File: config.mk
export PLATFORM = sky130hd
export DESIGN_NAME = rv_wb_trace_fifo_flat
export DESIGN_NICKNAME = d
export VERILOG_FILES = /design/src/rtl/rv_wb_trace_fifo_if.sv /design/src/rtl/rv_wb_trace_fifo.sv /design/src/flat_wrapper.sv
export SDC_FILE = /design/constraint.sdc
export NUM_CORES = 2
export LEC_CHECK = 0
export ABC_AREA = 1
export BUFFER_PORTS_ARGS = -buffer_cell sky130_fd_sc_hd__buf_2
export CAP_MARGIN = 10
export CORE_MARGIN = 5
export CORE_UTILIZATION = 47
export DETAILED_ROUTE_END_ITERATION = 16
export HOLD_SLACK_MARGIN = 0.06
export SLEW_MARGIN = 20
export SYNTH_ARGS = -nofsm -noshare
export SYNTH_HDL_FRONTEND = slang
export SYNTH_SLANG_ARGS = --single-unit
export TNS_END_PERCENT = 10
File: constraint.sdc
create_clock -name clk -period 19.4 [get_ports clk]
set_input_delay 2.91 -clock clk [delete_from_list [all_inputs] [get_ports clk]]
set_output_delay 2.91 -clock clk [all_outputs]
set_load 0.02 [all_outputs]
File: src/rtl/rv_wb_trace_fifo_if.sv
// ---------------------------------------------------------------------------
// rv_wb_trace_fifo_if
// Bundles the two bus-like sides of the write-back trace FIFO:
//   capture side : reg_write, wb_rd, write_data, pc_in   (core -> FIFO)
//   drain side   : out_valid, out_pc, out_rd, out_data, out_seq (FIFO -> sink)
//                  out_ready                                (sink -> FIFO)
// Modports:
//   slave  : the trace FIFO itself
//   master : the core/sink pair (or a testbench standing in for them)
// ---------------------------------------------------------------------------
interface rv_wb_trace_fifo_if #(
   parameter int XLEN  = 64,
   parameter int PC_W  = 64,
   parameter int SEQ_W = 32
);
   logic             reg_write;
   logic [4:0]       wb_rd;
   logic [XLEN-1:0]  write_data;
   logic [PC_W-1:0]  pc_in;

   logic             out_valid;
   logic             out_ready;
   logic [PC_W-1:0]  out_pc;
   logic [4:0]       out_rd;
   logic [XLEN-1:0]  out_data;
   logic [SEQ_W-1:0] out_seq;

   modport slave (
      input  reg_write, wb_rd, write_data, pc_in, out_ready,
      output out_valid, out_pc, out_rd, out_data, out_seq
   );

   modport master (
      output reg_write, wb_rd, write_data, pc_in, out_ready,
      input  out_valid, out_pc, out_rd, out_data, out_seq
   );
endinterface

File: src/rtl/rv_wb_trace_fifo.sv
// ---------------------------------------------------------------------------
// rv_wb_trace_fifo
// Captures RISC-V write-back (retire) events, tags each with a sequence
// number and buffers them in a first-word-fall-through FIFO that a trace
// sink drains through a valid/ready port.
// Ports:
//   clk       : rising-edge clock
//   rst       : synchronous active-high reset
//   en        : capture enable (0 = freeze captures, draining continues)
//   clear     : synchronous flush of FIFO contents and drop counter
//   bus       : rv_wb_trace_fifo_if.slave (capture inputs + drain port)
//   count     : FIFO occupancy
//   full      : count == DEPTH
//   empty     : count == 0
//   drop_cnt  : saturating count of events lost to overflow
// ---------------------------------------------------------------------------
module rv_wb_trace_fifo #(
   parameter int XLEN      = 64,
   parameter int PC_W      = 64,
   parameter int DEPTH     = 16,
   parameter int SEQ_W     = 32,
   parameter int DROP_W    = 16,
   parameter bit FILTER_X0 = 1'b1
) (
   input  logic                       clk,
   input  logic                       rst,
   input  logic                       en,
   input  logic                       clear,
   rv_wb_trace_fifo_if.slave          bus,
   output logic [$clog2(DEPTH):0]     count,
   output logic                       full,
   output logic                       empty,
   output logic [DROP_W-1:0]          drop_cnt
);

   localparam int AW = $clog2(DEPTH);
   localparam int CW = AW + 1;

   // Pointers carry one extra wrap bit so full and empty can be told apart
   // when the index bits match.
   logic [CW-1:0]     wr_ptr;
   logic [CW-1:0]     rd_ptr;
   logic [CW-1:0]     count_q;
   logic [SEQ_W-1:0]  seq_q;
   logic [DROP_W-1:0] drop_q;
   logic              has_data;

   logic [XLEN-1:0]   mem_data [DEPTH];
   logic [PC_W-1:0]   mem_pc   [DEPTH];
   logic [4:0]        mem_rd   [DEPTH];
   logic [SEQ_W-1:0]  mem_seq  [DEPTH];

   logic evt;
   logic pop;
   logic push;
   logic drop;
   logic is_x0;

   // Status flags come straight from the pointer compare.
   assign empty = (wr_ptr == rd_ptr);
   assign full  = (wr_ptr[AW-1:0] == rd_ptr[AW-1:0]) && (wr_ptr[AW] != rd_ptr[AW]);
   assign count = count_q;
   assign drop_cnt = drop_q;

   // Event qualification and the handshake decisions. A full FIFO can still
   // accept a new entry when the head leaves in the same cycle.
   assign is_x0 = FILTER_X0 && (bus.wb_rd == 5'd0);
   assign evt   = en && bus.reg_write && !is_x0;
   assign pop   = !empty && bus.out_ready;
   assign push  = evt && (!full || pop);
   assign drop  = evt && full && !pop;

   // Head of the FIFO falls through to the outputs. Until the first entry
   // after reset is written, the storage holds garbage, so the outputs are
   // forced to zero instead.
   assign bus.out_valid = !empty;
   assign bus.out_pc    = has_data ? mem_pc[rd_ptr[AW-1:0]]   : '0;
   assign bus.out_rd    = has_data ? mem_rd[rd_ptr[AW-1:0]]   : '0;
   assign bus.out_data  = has_data ? mem_data[rd_ptr[AW-1:0]] : '0;
   assign bus.out_seq   = has_data ? mem_seq[rd_ptr[AW-1:0]]  : '0;

   // Storage array has no reset; only the slot at the write pointer changes.
   // A clear in the same cycle discards the incoming event.
   always_ff @(posedge clk) begin
      if (push && !clear && !rst) begin
         mem_data[wr_ptr[AW-1:0]] <= bus.write_data;
         mem_pc[wr_ptr[AW-1:0]]   <= bus.pc_in;
         mem_rd[wr_ptr[AW-1:0]]   <= bus.wb_rd;
         mem_seq[wr_ptr[AW-1:0]]  <= seq_q;
      end
   end

   // Control state: pointers, occupancy, sequence and drop counters.
   // The sequence counter advances on every qualified event, including those
   // dropped or flushed by clear, so losses show up as gaps in out_seq.
   // clear wins over push/pop but leaves the sequence counter alone.
   always_ff @(posedge clk) begin
      if (rst) begin
         wr_ptr   <= '0;
         rd_ptr   <= '0;
         count_q  <= '0;
         seq_q    <= '0;
         drop_q   <= '0;
         has_data <= 1'b0;
      end else begin
         if (evt) begin
            seq_q <= seq_q + SEQ_W'(1);
         end
         if (clear) begin
            wr_ptr  <= '0;
            rd_ptr  <= '0;
            count_q <= '0;
            drop_q  <= '0;
         end else begin
            if (push) begin
               wr_ptr   <= wr_ptr + CW'(1);
               has_data <= 1'b1;
            end
            if (pop) begin
               rd_ptr <= rd_ptr + CW'(1);
            end
            if (push && !pop) begin
               count_q <= count_q + CW'(1);
            end else if (pop && !push) begin
               count_q <= count_q - CW'(1);
            end
            if (drop && (drop_q != {DROP_W{1'b1}})) begin
               drop_q <= drop_q + DROP_W'(1);
            end
         end
      end
   end

endmodule

File: src/flat_wrapper.sv
// flat-port wrapper written by rule: the top's interface ports become plain ports
module rv_wb_trace_fifo_flat 
#(
   parameter int XLEN      = 64,
   parameter int PC_W      = 64,
   parameter int DEPTH     = 16,
   parameter int SEQ_W     = 32,
   parameter int DROP_W    = 16,
   parameter bit FILTER_X0 = 1'b1
)
  (clk, rst, en, clear, count, full, empty, drop_cnt, bus_reg_write, bus_wb_rd, bus_write_data, bus_pc_in, bus_out_ready, bus_out_valid, bus_out_pc, bus_out_rd, bus_out_data, bus_out_seq);
  rv_wb_trace_fifo_if #(.XLEN(XLEN), .PC_W(PC_W), .SEQ_W(SEQ_W)) bus_i ();
  input  logic clk;
  input  logic rst;
  input  logic en;
  input  logic clear;
  output logic [$clog2(DEPTH):0] count;
  output logic full;
  output logic empty;
  output logic [DROP_W-1:0] drop_cnt;
  input wire logic [$bits(bus_i.reg_write)-1:0] bus_reg_write;
  input wire logic [$bits(bus_i.wb_rd)-1:0] bus_wb_rd;
  input wire logic [$bits(bus_i.write_data)-1:0] bus_write_data;
  input wire logic [$bits(bus_i.pc_in)-1:0] bus_pc_in;
  input wire logic [$bits(bus_i.out_ready)-1:0] bus_out_ready;
  output wire logic [$bits(bus_i.out_valid)-1:0] bus_out_valid;
  output wire logic [$bits(bus_i.out_pc)-1:0] bus_out_pc;
  output wire logic [$bits(bus_i.out_rd)-1:0] bus_out_rd;
  output wire logic [$bits(bus_i.out_data)-1:0] bus_out_data;
  output wire logic [$bits(bus_i.out_seq)-1:0] bus_out_seq;
  assign bus_i.reg_write = bus_reg_write;
  assign bus_i.wb_rd = bus_wb_rd;
  assign bus_i.write_data = bus_write_data;
  assign bus_i.pc_in = bus_pc_in;
  assign bus_i.out_ready = bus_out_ready;
  assign bus_out_valid = bus_i.out_valid;
  assign bus_out_pc = bus_i.out_pc;
  assign bus_out_rd = bus_i.out_rd;
  assign bus_out_data = bus_i.out_data;
  assign bus_out_seq = bus_i.out_seq;
  rv_wb_trace_fifo #(.XLEN(XLEN), .PC_W(PC_W), .DEPTH(DEPTH), .SEQ_W(SEQ_W), .DROP_W(DROP_W), .FILTER_X0(FILTER_X0)) u_core (.clk(clk), .rst(rst), .en(en), .clear(clear), .bus(bus_i), .count(count), .full(full), .empty(empty), .drop_cnt(drop_cnt));
endmodule
Word-level counts from Yosys, hierarchy flattened
Memories as Yosys holds them, arrays and structs flattened. A register that Yosys moved wholly into a read port is not among the register bits. Index checks and enable logic that the tools add are counted.

Register bits after elaboration: 64. Memory bits (writable): 2640. Input port bits: 139. Word-level logic and storage cells: 61. Memories kept: 4.

Add/sub/neg operators: 6. Equality and inequality tests: 4. Muxes and demuxes: 16. Bitwise gates (word level): 1. Reductions and logical operators: 24.

Memory list: u_core.mem_data (depth 16, bits a word 64, rd ports 1, clocked after Yosys merged registers in 1, write ports 1, line rv_wb_trace_fifo.sv:48) `logic [XLEN-1:0] mem_data [DEPTH];`; u_core.mem_pc (depth 16, bits a word 64, rd ports 1, clocked after Yosys merged registers in 1, write ports 1, line rv_wb_trace_fifo.sv:49) `logic [PC_W-1:0] mem_pc [DEPTH];`; u_core.mem_seq (depth 16, bits a word 32, rd ports 1, clocked after Yosys merged registers in 1, write ports 1, line rv_wb_trace_fifo.sv:51) `logic [SEQ_W-1:0] mem_seq [DEPTH];`; u_core.mem_rd (depth 16, bits a word 5, rd ports 1, clocked after Yosys merged registers in 1, write ports 1, line rv_wb_trace_fifo.sv:50) `logic [4:0] mem_rd [DEPTH];`.

Operators by type and width (number): two-way mux 64 bit (2); adder 32 x 1 -> 32 bit, second input constant (1); two-way mux 32 bit (1); two-way mux 4 bit (8); adder 16 x 1 -> 16 bit, second input constant (1); != test 16 bit, second input constant (1); adder 5 x 1 -> 5 bit, second input constant (3); two-way mux 5 bit (3); logical AND 1 bit (12); logical NOT 1 bit (7); == test 5 bit (1); logical NOT 5 bit (1); subtractor 5 x 1 -> 5 bit, second input constant (1); == test 4 bit (1); two-way mux 1 bit (2); AND reduction 2 bit (1); nonzero test 2 bit (1); OR reduction 2 bit (1); logical OR 1 bit (1); != test 1 bit (1); inverter 1 bit (1).

Logic depth before layout (Yosys ltp)
Depth after elaboration: 9. Mapped depth: 17. Depth with buffers taken out: 16.

Least setup slack after synthesis
Ideal clock, no wire load.

Path kind: in2reg. From: input bus_wb_rd[3]. To: memory u_core.mem_data[0][0] (enable). Library setup time: 692 ps. Data arrival time: 10669 ps. Data required time: 18708 ps. Path slack: 8039 ps. Stages: 8. Buffers on the path: 0. Cells stage by stage: nor2_1 > nand3_1 > nand2_1 > clkinv_1 > nand2_1 > nor2_1 > nand2_1 > nor2_1.

Longest elaborated chain between the ends: 8.

Ends and longest elaborated chain: start: declaration (line flat_wrapper.sv:22) `input wire logic [$bits(bus_i.wb_rd)-1:0] bus_wb_rd;`; logical NOT 5 bit (line rv_wb_trace_fifo.sv:67) `assign is_x0 = FILTER_X0 && (bus.wb_rd == 5'd0);`; logical NOT 1 bit (line rv_wb_trace_fifo.sv:68) `assign evt = en && bus.reg_write && !is_x0;`; logical AND 1 bit (line rv_wb_trace_fifo.sv:68); logical AND 1 bit (line rv_wb_trace_fifo.sv:70) `assign push = evt && (!full || pop);`; logical AND 1 bit (2 in series) (line rv_wb_trace_fifo.sv:85) `if (push && !clear && !rst) begin`; two-way mux 1 bit (line rv_wb_trace_fifo.sv:85); two-way mux 1 bit (not written as such) (line rv_wb_trace_fifo.sv:86) `mem_data[wr_ptr[AW-1:0]] <= bus.write_data;`; end: declaration (line rv_wb_trace_fifo.sv:48).

Every way passes these cells.

==> results_dict.tcl <==
set metrics [dict create \
    fin_crit_sh 0.488 \
    htreeDepth 5 \
    fp.coreArea_um2 225000 \
    avgSynthCellArea_um2 13.3 \
    antenna_found_initial 54 \
    start_kind "flip-flop" \
    postCtsHoldBufs 0 \
    worst_pin_slew_ps 1160 \
    hpwl_um 136000 \
    slew_violations 0 \
    synth_warnings 0 \
    finish.utilization 0.530 \
    crit_type "flip-flop to output pin" \
    final.setup.tns_ps 0 \
    synth-async-reset-ratio 0 \
    std_cell_rows 174 \
    cp.arrival_ps 6560 \
    finalClockSkew_ps 73.4 \
    synth.cell_area_um2 106000 \
    synth_edf_count 2640 \
    die-area_um2 236000 \
    mostFrequentLayoutCells "2640 x edfxtp_1, 1759 x nor2_1, 1328 x o21ai_0" \
    p_leak_nw 37.9 \
    ys_seq_area_frac 0.758 \
    critPathRequiredTime_ps 16490 \
    fillers 18600 \
    critPathCaptureType "output pin" \
    drc 0 \
    hold_viol_final 0 \
    status "complete, no violations" \
    crit_path_max_fanout 103 \
    layout-drive-gt1-share 0.101 \
    peakVddDrop_mv 0.0819 \
    dr_total_vias 67800 \
    port_buffers 327 \
    wire_per_inst_um 25.6 \
    grt_max_degree 222 \
    clk_pin_slew_worst_paths_ps 60 \
    ys.flop_type "edfxtp_1" \
    rsz0062_at_grt "no" \
    cts_setup_buffers 0 \
    gp_congestion 0.805 \
    ys_ff_latch 2708 \
    syn_to_final_growth_pct 12.1 \
    ant_nets 0 \
    drv_cap 0 \
    final_common_cell "edfxtp_1" \
    start_util 0.473 \
    vias_per_cell 5.98 \
    cts_tree "done" \
    cts.path.max_buffers 4 \
    root_buffer "clkbuf_16" \
    ctsResizeCount 0 \
    min_period_ps 9470 \
    synthDistinctLibCells 34 \
    grt_usage 0.239 \
    synth_cells 7976 \
    numCtsBuffers 296 \
    clk_latency_ps 940 \
    die_h_um 486 \
    routed_wl_um 290000 \
    syn-num-nets 8127 \
    fin_nets 8278 \
    power_density_nw_per_um2 99.9 \
    grt-ovfl-total 0 \
    finalSetupViolations 0 \
    grt_pass1_wl_um 428000 \
    cts.sinks 2708 \
    io_pins 328 \
    fmax_mhz 106 \
    slew_headroom 0.230 \
    dr.pass1.iters 5 \
    fp.dieW_um 486 \
    hold_path_class "flip-flop to flip-flop" \
    grt_pass1_vias 64600 \
    drt_iter0_markers 7476 \
]
through the flow:
step	hold WS (ps)	setup slack, ps	instance area [um2]	instances	power [mW]
6_report	501	9930	119000	11300	11.9
2_1_floorplan	482	8040	106000	7976	6.71
3_5_place_dp	493	10750	110000	10800	6.85
4_1_cts	501	9780	119000	11300	12.0
5_1_grt	533	9480	119000	11300	12.3
3_3_place_gp	486	10850	110000	10800	6.85
power by group:
part / internal, mW / switching (mW)
Combinational: 0.0756 / 0.241
Clock: 2.99 / 2.20
Sequential: 6.41 / 0.00660
registers in the layout, summed over array words and instances (netlist names), 16 cells and up, named ones only:
register,cells
u_core.drop_cnt,16
u_core.mem_data,1024
u_core.mem_pc,1024
u_core.mem_rd,80
u_core.mem_seq,512
u_core.seq_q,32
synth_stat cells, types with 8 or more instances:
cell type / number / area (um2)
o211ai_1: 480 / 3600
nand3_1: 191 / 956
xor2_1: 11 / 96.3
nand4_1: 8 / 50.1
nand3b_1: 8 / 60.1
o221ai_1: 180 / 1580
nand2_1: 191 / 717
nor3_1: 14 / 70.1
buf_1: 16 / 60.1
nor2_1: 1775 / 6660
edfxtp_1: 2640 / 79300
o21ai_1: 54 / 270
o22ai_1: 135 / 845
a21oi_1: 214 / 1070
inv_1: 63 / 236
buf_4: 34 / 255
buf_2: 115 / 576
o21ai_0: 1328 / 6650
buf_6: 8 / 90.1
xnor2_1: 8 / 70.1
ha_1: 11 / 138
clkbuf_1: 406 / 1520
dfxtp_1: 68 / 1360
worst paths after layout:
kind                                                    start                               to  slack (ps)  cells after the start
worst max-delay path                                flip-flop                    bus_out_rd[0]        9930                      9
worst min-delay path             u_core.count[4]$_SDFFE_PP0P_     u_core.count[4]$_SDFFE_PP0P_         500                      2
worst max register to register  u_core.wr_ptr[0]$_SDFFE_PP0N_  u_core.mem_pc[14][15]$_DFFE_PP_       14080                     12
worst min register to register   u_core.count[4]$_SDFFE_PP0P_     u_core.count[4]$_SDFFE_PP0P_         500                      2
cells by family after synthesis:
family / synth area share
flip-flops: 0.758
AO/OA/AOI/OAI: 0.132
AND/OR/NAND/NOR: 0.0804
buffers and inverters: 0.0259
adder cells (fa/ha/maj): 0.00148
XOR/XNOR: 0.00156
layout make-up:
| class | instances | area, um2 | area share |
|---|---|---|---|
| sequential | 2708 | 80700 | 0.677 |
| multi-input combinational | 4622 | 23100 | 0.194 |
| clock buffer | 375 | 7950 | 0.0666 |
| tap | 2992 | 3740 | 0.0314 |
| timing repair buffer | 432 | 2630 | 0.0221 |
| clock inverter | 126 | 835 | 0.00700 |
| inverter | 67 | 294 | 0.00247 |
| antenna | 19 | 47.5 | 0.000399 |
metal layers:
layer  track usage  routed length [um]
met5             0                  82
met4        0.0555                5550
met3        0.0395               23100
met2         0.375              135000
met1         0.353              126000
worst max-delay path, cell delays in order, from the launching register on:
cell and delay (ps):
dfxtp_4 770, buf_4 760, buf_4 780, buf_4 880
buf_4 930, nor2_1 120, o221ai_1 250, nand3_1 100
a21oi_1 510, buf_2 280
(Power assumes the default switching activity.)
